### config.mk
export PLATFORM = sky130hd
export DESIGN_NAME = uart_receiver
export DESIGN_NICKNAME = d
export VERILOG_FILES = /design/src/rtl/uart_receiver.sv
export SDC_FILE = /design/constraint.sdc
export NUM_CORES = 1
export LEC_CHECK = 0
export BUFFER_PORTS_ARGS = -buffer_cell sky130_fd_sc_hd__buf_2
export CORE_UTILIZATION = 50
export DETAILED_ROUTE_END_ITERATION = 8
export PLACE_DENSITY = 0.69
export SETUP_SLACK_MARGIN = 0.4
export SYNTH_ARGS = -nofsm -noshare
export SYNTH_HDL_FRONTEND = slang
export SYNTH_SLANG_ARGS = --single-unit
### constraint.sdc
create_clock -name clock -period 3.5 [get_ports clock]
set_input_delay 0.7 -clock clock [delete_from_list [all_inputs] [get_ports clock]]
set_output_delay 0.7 -clock clock [all_outputs]
set_load 0.02 [all_outputs]
### src/rtl/uart_receiver.sv
// uart_receiver
// Serial-to-parallel UART receive path with 16x oversampling. Frames on
// rx_serial are synchronised, sampled at bit centre, checked for parity and
// stop errors, and each completed frame is offered to the rx FIFO through a
// one-cycle write strobe.
//
// Ports
//   clock, reset      system clock, asynchronous active-high reset
//   uart_en, rx_en    both must be high for reception; dropping either aborts
//   baud_div          clocks per oversample tick minus 1 (latched per frame)
//   parity_enable     a parity bit follows the data bits
//   parity_odd        1 = odd parity, 0 = even parity
//   stop_bit          0 = one stop bit, 1 = two stop bits
//   rx_serial         asynchronous serial input, idles high
//   rx_fifo_full      FIFO cannot accept a write
//   rx_fifo_wr_en     one-cycle write strobe
//   rx_data           last byte written
//   parity_error, stop_bit_error, overrun_error  status of last completed frame
//   busy              a frame is in progress
module uart_receiver #(
   parameter int DATA_WIDTH = 8,
   parameter int DIV_WIDTH  = 16
) (
   input  logic                  clock,
   input  logic                  reset,
   input  logic                  uart_en,
   input  logic                  rx_en,
   input  logic [DIV_WIDTH-1:0]  baud_div,
   input  logic                  parity_enable,
   input  logic                  parity_odd,
   input  logic                  stop_bit,
   input  logic                  rx_serial,
   input  logic                  rx_fifo_full,
   output logic                  rx_fifo_wr_en,
   output logic [DATA_WIDTH-1:0] rx_data,
   output logic                  parity_error,
   output logic                  stop_bit_error,
   output logic                  overrun_error,
   output logic                  busy
);

   localparam int BCW = $clog2(DATA_WIDTH + 1);

   typedef enum logic [2:0] {
      ST_IDLE   = 3'd0,
      ST_START  = 3'd1,
      ST_DATA   = 3'd2,
      ST_PARITY = 3'd3,
      ST_STOP   = 3'd4
   } state_t;

   // Parity bit a transmitter would have sent for this data word.
   function automatic logic expected_parity(input logic [DATA_WIDTH-1:0] data,
                                            input logic                  odd);
      expected_parity = (^data) ^ odd;
   endfunction

   state_t                 state_q, state_d;
   logic                   sync1_q, sync2_q;
   logic                   armed_q, armed_d;
   logic [DIV_WIDTH-1:0]   div_cnt_q, div_cnt_d;
   logic [DIV_WIDTH-1:0]   baud_q, baud_d;
   logic [3:0]             tick_cnt_q, tick_cnt_d;
   logic [BCW-1:0]         bit_cnt_q, bit_cnt_d;
   logic [DATA_WIDTH-1:0]  shift_q, shift_d;
   logic                   par_err_q, par_err_d;
   logic                   stop_err_q, stop_err_d;
   logic                   second_stop_q, second_stop_d;
   logic                   wr_en_q, wr_en_d;
   logic [DATA_WIDTH-1:0]  rx_data_q, rx_data_d;
   logic                   parity_error_q, parity_error_d;
   logic                   stop_bit_error_q, stop_bit_error_d;
   logic                   overrun_error_q, overrun_error_d;
   logic                   busy_q, busy_d;

   logic                   rx_sync_s;
   logic                   enable_s;
   logic                   tick_s;
   logic                   sample_s;

   assign rx_sync_s = sync2_q;
   assign enable_s  = uart_en & rx_en;
   assign tick_s    = (state_q != ST_IDLE) && (div_cnt_q == {DIV_WIDTH{1'b0}});
   // Start bit is sampled at its centre (8th tick); later bits after 16 ticks.
   assign sample_s  = tick_s && ((state_q == ST_START) ? (tick_cnt_q == 4'd7)
                                                       : (tick_cnt_q == 4'd15));

   assign rx_fifo_wr_en  = wr_en_q;
   assign rx_data        = rx_data_q;
   assign parity_error   = parity_error_q;
   assign stop_bit_error = stop_bit_error_q;
   assign overrun_error  = overrun_error_q;
   assign busy           = busy_q;

   // Two-flop synchroniser for the asynchronous serial line.
   always_ff @(posedge clock or posedge reset) begin
      if (reset) begin
         sync1_q <= 1'b1;
         sync2_q <= 1'b1;
      end else begin
         sync1_q <= rx_serial;
         sync2_q <= sync1_q;
      end
   end

   // Next-state, datapath and output computation.
   always_comb begin
      state_d          = state_q;
      div_cnt_d        = div_cnt_q;
      baud_d           = baud_q;
      tick_cnt_d       = tick_cnt_q;
      bit_cnt_d        = bit_cnt_q;
      shift_d          = shift_q;
      par_err_d        = par_err_q;
      stop_err_d       = stop_err_q;
      second_stop_d    = second_stop_q;
      wr_en_d          = 1'b0;
      rx_data_d        = rx_data_q;
      parity_error_d   = parity_error_q;
      stop_bit_error_d = stop_bit_error_q;
      overrun_error_d  = overrun_error_q;

      // A start is only accepted once the line has been seen high in IDLE,
      // so a held-low line (break) produces a single frame.
      if (rx_sync_s) begin
         armed_d = 1'b1;
      end else if (state_q != ST_IDLE) begin
         armed_d = 1'b0;
      end else begin
         armed_d = armed_q;
      end

      if (state_q != ST_IDLE) begin
         if (tick_s) begin
            div_cnt_d  = baud_q;
            tick_cnt_d = tick_cnt_q + 4'd1;
         end else begin
            div_cnt_d  = div_cnt_q - {{(DIV_WIDTH-1){1'b0}}, 1'b1};
         end
      end else begin
         div_cnt_d = div_cnt_q;
      end

      if ((state_q != ST_IDLE) && !enable_s) begin
         state_d = ST_IDLE;
      end else begin
         case (state_q)
            ST_IDLE: begin
               if (enable_s && !rx_sync_s && armed_q) begin
                  state_d       = ST_START;
                  armed_d       = 1'b0;
                  baud_d        = baud_div;
                  div_cnt_d     = baud_div;
                  tick_cnt_d    = 4'd0;
                  bit_cnt_d     = {BCW{1'b0}};
                  par_err_d     = 1'b0;
                  stop_err_d    = 1'b0;
                  second_stop_d = 1'b0;
               end else begin
                  state_d = ST_IDLE;
               end
            end
            ST_START: begin
               if (sample_s) begin
                  if (rx_sync_s) begin
                     state_d = ST_IDLE;
                  end else begin
                     state_d    = ST_DATA;
                     tick_cnt_d = 4'd0;
                  end
               end else begin
                  state_d = ST_START;
               end
            end
            ST_DATA: begin
               if (sample_s) begin
                  shift_d   = {rx_sync_s, shift_q[DATA_WIDTH-1:1]};
                  bit_cnt_d = bit_cnt_q + {{(BCW-1){1'b0}}, 1'b1};
                  if (bit_cnt_q == BCW'(DATA_WIDTH - 1)) begin
                     state_d = parity_enable ? ST_PARITY : ST_STOP;
                  end else begin
                     state_d = ST_DATA;
                  end
               end else begin
                  state_d = ST_DATA;
               end
            end
            ST_PARITY: begin
               if (sample_s) begin
                  par_err_d = rx_sync_s ^ expected_parity(shift_q, parity_odd);
                  state_d   = ST_STOP;
               end else begin
                  state_d = ST_PARITY;
               end
            end
            ST_STOP: begin
               if (sample_s) begin
                  stop_err_d = stop_err_q | ~rx_sync_s;
                  if (stop_bit && !second_stop_q) begin
                     second_stop_d = 1'b1;
                     state_d       = ST_STOP;
                  end else begin
                     // Frame complete: all status flags move together.
                     state_d          = ST_IDLE;
                     parity_error_d   = par_err_q;
                     stop_bit_error_d = stop_err_q | ~rx_sync_s;
                     if (!rx_fifo_full) begin
                        wr_en_d         = 1'b1;
                        rx_data_d       = shift_q;
                        overrun_error_d = 1'b0;
                     end else begin
                        overrun_error_d = 1'b1;
                     end
                  end
               end else begin
                  state_d = ST_STOP;
               end
            end
            default: begin
               state_d = ST_IDLE;
            end
         endcase
      end

      busy_d = (state_d != ST_IDLE);
   end

   // State, datapath and registered outputs.
   always_ff @(posedge clock or posedge reset) begin
      if (reset) begin
         state_q          <= ST_IDLE;
         armed_q          <= 1'b0;
         div_cnt_q        <= {DIV_WIDTH{1'b0}};
         baud_q           <= {DIV_WIDTH{1'b0}};
         tick_cnt_q       <= 4'd0;
         bit_cnt_q        <= {BCW{1'b0}};
         shift_q          <= {DATA_WIDTH{1'b0}};
         par_err_q        <= 1'b0;
         stop_err_q       <= 1'b0;
         second_stop_q    <= 1'b0;
         wr_en_q          <= 1'b0;
         rx_data_q        <= {DATA_WIDTH{1'b0}};
         parity_error_q   <= 1'b0;
         stop_bit_error_q <= 1'b0;
         overrun_error_q  <= 1'b0;
         busy_q           <= 1'b0;
      end else begin
         state_q          <= state_d;
         armed_q          <= armed_d;
         div_cnt_q        <= div_cnt_d;
         baud_q           <= baud_d;
         tick_cnt_q       <= tick_cnt_d;
         bit_cnt_q        <= bit_cnt_d;
         shift_q          <= shift_d;
         par_err_q        <= par_err_d;
         stop_err_q       <= stop_err_d;
         second_stop_q    <= second_stop_d;
         wr_en_q          <= wr_en_d;
         rx_data_q        <= rx_data_d;
         parity_error_q   <= parity_error_d;
         stop_bit_error_q <= stop_bit_error_d;
         overrun_error_q  <= overrun_error_d;
         busy_q           <= busy_d;
      end
   end

endmodule

==> out/metrics.csv, run 1 <==
stage,metric,value,unit
clock_network,cts-stage hold buffer count,0,
yosys,largest family of logic cells by synthesized area,simple AND/OR/NAND/NOR gates,
timing,Max Slew Vio Count,0,
yosys,Cells after Synth,401,
clock_network,Post-CTS Repair Setup Buffers,0,
timing,Slew @ Worst Pin,0.828,ns
global_route,vias in the first global route,3030,
clock_network,clk slew on worst S/H paths,0.07,ns
floorplan,die area,7800,um^2
critical_path,CP cell instances,inv_1 > ha_1 > nor3b_1 > and3_1 > nand2_1 > o221ai_1 > o311ai_0,
yosys,mux cell area share after synthesis,0.0759,
timing,fin worst setup slack,0.853,ns
final_layout,register area,1750,um^2
yosys,synthesized cell area,3730,um^2
critical_path,R2R setup slack,0.85,ns
clock_network,CTS max path bufs,2,
power,internal cell power,0.00141,W
timing,Final setup violation count,0,
power,clock share of power,0.321,
timing,Tmin final,2.65,ns
yosys,Unique masters post-synth,61,
placed_design,placed cell area,4000,um^2
power,Sw Pwr,0.000601,W
yosys,Yosys warnings,0,
yosys,post-synth top area share,0.457,
clock_network,Clock Latency Late Sink,0.35,ns
placed_design,pre-CTS setup slack,0.800,ns
yosys,fraction of registers with async set/reset,1.00,
yosys,post-synthesis xor/xnor area fraction,0.0437,
critical_path,CP endpoint kind,register,
floorplan,Initial Util,0.516,
final_layout,Final Cell Area,4200,um^2
critical_path,Reg2Reg Depth,7,
floorplan,CORE AREA,7210,um^2
critical_path,"Slowest-stage cell, CP",and3_1,
routing,DRT Wirelength,8560,um
yosys,Synth Area per Inst,9.29,um^2
routing,vias per std cell,5.61,
floorplan,die span in y,88.3,um
global_route,largest net degree at the start of global routing,40,
routing,WL/cell,15.8,um
clock_network,CTS tree,done,
final_layout,# diodes,0,
clock_network,CTS Buf Count,9,
final_layout,layout cells sized above 1,0.201,
yosys,top_reg_cell synth,dfrtp_1,
hold_path,worst hold endpoint,rx_sync_s,
timing,setup_tns,0,ns
timing,final period utilization,0.756,
yosys,adder-cell share of the synthesized area,0.0134,
critical_path,worst reg2reg path startpoint,div_cnt_q[0],
yosys,#FFs+latches synth,70,
yosys,Area contributors post-synth,"dfrtp_1, nand2_1, mux2_2, xnor2_1, a21oi_1",
yosys,compound-cell area share of the yosys netlist,0.123,
clock_network,Clock Tree Root,clkbuf_8,
floorplan,Die X,88.3,um
hold_path,hold crit path type,register to register,
placed_design,buffers added on ports,37,
timing,Setup Skew,0.0106,ns
timing,final hold vios,0,
yosys,top-count cell post-synth,nand2_1,
yosys,"EDFF count, synth",0,
clock_network,clock net sink count,70,
critical_path,type of origin of the critical path,register,
run,max_cap viols,0,
critical_path,Crit Path Class,register to register,
yosys,area share of and/or/nand/nor cells after synthesis,0.229,
floorplan,I/O pin cnt,38,
hold_path,hold path cells,0,
final_layout,Area Overhead vs Synth,12.6,%
routing,vias post-DR,3034,
routing,Post-DRT Antenna Nets,0,
placed_design,GP Congestion,0.895,
clock_network,post-cts resize count,0,
global_route,GRT Total Usage,0.247,
power,sequential power share,0.498,
yosys,synth cell count leaders,"nand2_1, dfrtp_1, a21oi_1",
global_route,initial antenna violation count,0,
yosys,largest area contributor in the netlist,dfrtp_1,
timing,RSZ-0062 raised after global routing,no,
power,pwr dens,480,nW/um^2
clock_network,H-tree depth,3,
routing,DR DRC count,0,
run_status,status,"finished, final reports clean",
routing,TritonRoute pass-1 iters,4,
hold_path,HP Start,sync1_q,
yosys,"Seq/Total Area, Yosys",0.471,
critical_path,critical path peak fanout,14,
power,Sw Ratio,0.298,
yosys,syn_nets,430,
power,Comb power frac,0.180,
power,"IR drop worst, VDD",0.000327,V
timing,Slew HR,0.447,
final_layout,Layout fillers,662,
critical_path,CP max stage delay,0.57,ns
critical_path,worst path arrival time,2.85,ns
final_layout,multi-input logic area,1810,um^2
power,leakage,2.07,nW
routing,number of DRC markers in iteration 0,182,
critical_path,"Req. time, crit path",3.70,ns
global_route,GRT overflow,0,
critical_path,r2r endpoint,busy,
global_route,global-route wire length before repair,14500,um
final_layout,fin nets,466,
timing,fmax,0.378,GHz
placed_design,post-DP HPWL,5850,um
floorplan,FP Rows,31,
-- cells in the final DEF (no fill, tap or decap), drive strengths merged, types with 3 or more instances in the layout --
master / n
a211oi: 4
a21oi: 20
a31oi: 3
and3: 7
buf: 48
clkbuf: 12
dfrtp: 68
ha: 4
inv: 12
mux2: 18
mux2i: 8
nand2: 99
nand2b: 3
nand3: 14
nand4: 7
nor2: 16
nor3: 12
o21ai: 18
o22ai: 4
or3: 4
xnor2: 12
xor2: 4
-- registers in the layout, summed over array words and instances, names as in the netlist --
register and cells:
tick_cnt_q 4, baud_q 16, rx_sync_s 1, rx_fifo_wr_en 1, overrun_error 1, div_cnt_q 16, shift_q 8, par_err_q 1
sync1_q 1, armed_q 1, parity_error 1, second_stop_q 1, busy 1, state_q 3, rx_data 8, stop_bit_error 1
bit_cnt_q 4, stop_err_q 1
-- per-layer routing --
metal | up-vias | routed length (um) | GRT usage
met1 | 1449 | 3980 | 0.341
met2 | 90 | 3890 | 0.363
met3 | 16 | 511 | 0.0597
met5 | - | 0 | 0
li1 | 1479 | - | -
met4 | 0 | 176 | 0.123
-- cells by family after synthesis --
group	Yosys count
adders and majority gates	4
AOI/OAI and AO/OA	71
DFF	70
and+or+nand+nor	178
muxes	26
buffers and inverters	35
xor gates and xnor gates	17
-- cell type report --
type / instances / area share
sequential: 70 / 0.418
tap: 99 / 0.0295
multi-input combinational: 296 / 0.432
timing repair buffer: 48 / 0.0638
inverter: 12 / 0.0107
clock buffer: 12 / 0.0346
clock inverter: 4 / 0.0113
-- how the worst max path moves through the flow --
stage | start | end | slack (ns) | depth (start not counted)
after floorplan | reset | armed_q | 1.04 | 1
after global placement | div_cnt_q[10] | busy | 0.92 | 5
after detailed placement | div_cnt_q[5] | busy | 0.80 | 5
after CTS | div_cnt_q[10] | busy | 0.77 | 5
after global routing | div_cnt_q[0] | busy | 0.56 | 7
final | div_cnt_q[0] | busy | 0.85 | 7
-- through the flow --
stage	hold WS (ns)	total power (W)	std cells	utilization
2_1_floorplan	0.345	0.00127	401	-
3_3_place_gp	0.346	0.00136	525	0.555
3_5_place_dp	0.351	0.00138	525	0.555
4_1_cts	0.363	0.00203	541	0.582
5_1_grt	0.372	0.00214	541	0.582
6_report	0.357	0.00202	541	0.582
-- critical path: cells and delay by family, from the launching register on --
kind                       cells  cell delay [ns]
and+or+nand+nor                3             1.34
buffers and inverters          1             0.10
DFF                            1             0.41
adders and majority gates      1             0.14
AOI/OAI and AO/OA              2             0.52
-- power by group through the flow --
| stage | logic [W] | registers, W | clock network [W] |
|---|---|---|---|
| detailed placement | 0.000360 | 0.00102 | 0 |
| floorplan | 0.000278 | 0.000992 | 0 |
| CTS | 0.000363 | 0.00100 | 0.000665 |
| finish | 0.000364 | 0.00100 | 0.000648 |
| global route | 0.000415 | 0.00102 | 0.000706 |
| global placement | 0.000353 | 0.00101 | 0 |
No activity file was read; power rests on OpenSTA's default activity.
==> run 2: changes to the inputs <==
- PLACE_DENSITY: 0.69 -> 0.72
- clock period: 3.5 -> 2.2 ns (I/O delays scaled with it)
==> run 2 against run 1 <==
Net effect:
- via count up 8.4%
- cell count grew 6.8%
- worst hold slack got worse by 0.26 ns
- core utilization up 7.6 points
- non-clock buffer count increased by 37
- sequential power grew 59%
- global-route usage up 0.33 points
==> out/metrics.csv, run 2 (same netlist as run 1, synthesis figures left out) <==
stage,metric,value,unit,change
run_status,status,"finished, final reports clean",,unchanged
final_layout,# diodes,0,,unchanged
clock_network,CTS max path bufs,2,,unchanged
global_route,initial antenna violation count,0,,unchanged
clock_network,Clock Latency Late Sink,0.34,ns,was 0.35 ns
placed_design,Cells after DPL,541,,was 525
hold_path,hold crit path type,input port to async pin,,was register to register
final_layout,fin nets,503,,was 466
timing,Max Slew Vio Count,0,,unchanged
timing,setup_tns,0,ns,unchanged
critical_path,"CP delay by family, top",simple AND/OR/NAND/NOR gates,,unchanged
timing,RSZ-0062 raised after global routing,yes,,was no
timing,tightest hold margin,0.0980,ns,was 0.357 ns
routing,number of DRC markers in iteration 0,185,,was 182
critical_path,Crit path buffers/inverters,2,,was 1
global_route,largest net degree at the start of global routing,34,,was 40
critical_path,CP endpoint kind,register,,unchanged
floorplan,Initial Util,0.516,,unchanged
power,pwr dens,709,nW/um^2,was 480 nW/um^2
critical_path,Crit Path Class,register to register,,unchanged
clock_network,Clock Tree Root,clkbuf_8,,unchanged
routing,DR DRC count,0,,unchanged
timing,Tmin final,1.99,ns,was 2.65 ns
critical_path,worst path arrival time,2.25,ns,was 2.85 ns
timing,Final setup violation count,0,,unchanged
final_layout,most frequent cells in the layout,"nand2_1, dfrtp_1, buf_4",,"was nand2_1, dfrtp_1, buf_2"
power,leakage,2.32,nW,was 2.07 nW
critical_path,"Req. time, crit path",2.47,ns,was 3.70 ns
routing,TritonRoute pass-1 iters,4,,unchanged
global_route,vias in the first global route,3137,,was 3030
power,total power,0.00336,W,was 0.00202 W
timing,Slew @ Worst Pin,0.460,ns,was 0.828 ns
run,max_cap viols,0,,unchanged
critical_path,type of origin of the critical path,register,,unchanged
floorplan,Die X,88.3,um,unchanged
floorplan,I/O pin cnt,38,,unchanged
clock_network,clock net sink count,70,,unchanged
critical_path,"Slowest-stage cell, CP",dfrtp_1,,was and3_1
timing,Setup Skew,0.0137,ns,was 0.0106 ns
clock_network,CTS Buf Count,9,,unchanged
floorplan,die span in y,88.3,um,unchanged
final_layout,final core utilization,0.657,,was 0.582
final_layout,layout cells sized above 1,0.322,,was 0.201
global_route,GRT overflow,0,,unchanged
placed_design,buffers added on ports,37,,unchanged
routing,WL/cell,16.1,um,was 15.8 um
routing,DRT Wirelength,9320,um,was 8560 um
final_layout,Layout Cells excl Fill,578,,was 541
floorplan,die area,7800,um^2,unchanged
routing,Post-DRT Antenna Nets,0,,unchanged
final_layout,"most common cell after layout, fill and taps aside",nand2_1,,unchanged
floorplan,FP Rows,31,,unchanged
global_route,global-route wire length before repair,14700,um,was 14500 um
final_layout,Area Overhead vs Synth,27.3,%,was 12.6%
power,"IR drop worst, VDD",0.000492,V,was 0.000327 V
routing,vias per std cell,5.69,,was 5.61
placed_design,post-DP HPWL,6200,um,was 5850 um
global_route,GRT Total Usage,0.250,,was 0.247
placed_design,GP Congestion,0.885,,was 0.895
critical_path,CP max stage delay,0.40,ns,was 0.57 ns
timing,fmax,0.504,GHz,was 0.378 GHz
critical_path,CP cell instances,inv_2 > ha_4 > nor3b_4 > and3_4 > nand4_1 > buf_6 > or3_4 > a21oi_2,,was inv_1 > ha_1 > nor3b_1 > and3_1 > nand2_1 > o221ai_1 > o311ai_0
timing,Slew HR,0.693,,was 0.447
floorplan,CORE AREA,7210,um^2,unchanged
clock_network,H-tree depth,3,,unchanged
clock_network,clk slew on worst S/H paths,0.08,ns,was 0.07 ns
final_layout,Regs by FF count,"baud_q x16, div_cnt_q x16",,unchanged
timing,final period utilization,0.902,,was 0.756
routing,vias post-DR,3289,,was 3034
critical_path,critical path peak fanout,5,,was 14
clock_network,CTS tree,done,,unchanged
timing,final hold vios,0,,unchanged
clock_network,cts-stage hold buffer count,0,,unchanged
[run 2: cell count changes in the layout (fill, tap and decap cells not counted), sizes merged]
cell      previous run  this run
clkinvlp             1         2
inv                 12        11
buf                 48        85
[run 2: path summary, 6_finish.rpt]
| path | startpoint | cells after the start | slack [ns] | end |
|---|---|---|---|---|
| setup / recovery | div_cnt_q[1] | 8 | 0.21 | bit_cnt_q[3] |
| hold / removal | reset | 2 | 0.1 | baud_q[9] |
| setup reg to reg | div_cnt_q[1] | 8 | 0.21 | bit_cnt_q[3] |
| hold reg to reg | sync1_q | 0 | 0.36 | rx_sync_s |
| max in group asynchronous | reset | 3 | 1.45 | rx_sync_s |
| min in group clock | rx_serial | 1 | 0.19 | sync1_q |
[run 2: final cells by class]
cell class / count / area, um^2
fillers: 584 / 2470
multi-input cells: 296 / 2010
flip-flops and latches: 70 / 1760
repair buffers: 85 / 614
clock buffers: 12 / 145
well taps: 99 / 124
inverters: 12 / 48.8
clock inverters: 4 / 47.5
[run 2: metrics by stage]
| step | cell area [um^2] | worst slack (ns) |
|---|---|---|
| after CTS | 4610 | 0.226 |
| after detailed placement | 4180 | 0.0455 |
| after global placement | 4180 | 0.107 |
| after floorplan | 3780 | 0.0997 |
| final | 4740 | 0.215 |
| after global routing | 4740 | 0.118 |
[run 2: worst reg2reg max path, stage by stage, from the launching register on]
cell and delay (ns):
dfrtp_1 0.40, inv_2 0.09, ha_4 0.12, nor3b_4 0.19, and3_4 0.25, nand4_1 0.18
buf_6 0.18, or3_4 0.33, a21oi_2 0.17
[run 2: routing by layer]
layer,vias to the layer above,share of wire,GRT usage
met5,-,0,0
met4,0,0.011,0.0894
met3,12,0.060,0.0532
met2,132,0.49,0.404
met1,1598,0.44,0.333
li1,1547,-,-
[run 2: what timing repair did]
item,in CTS,in global routing
setup endpoints to repair,50,49
setup buffers,14,7
gates resized for setup,34,13
pin swaps,9,10
[run 2: power by group]
| group | leakage (nW) | switching [W] | total, W | internal (W) |
|---|---|---|---|---|
| registers | 0.900 | 0.000147 | 0.00159 | 0.00144 |
| logic | 1.32 | 0.000381 | 0.000739 | 0.000359 |
| clock network | 0.0964 | 0.000484 | 0.00104 | 0.000552 |
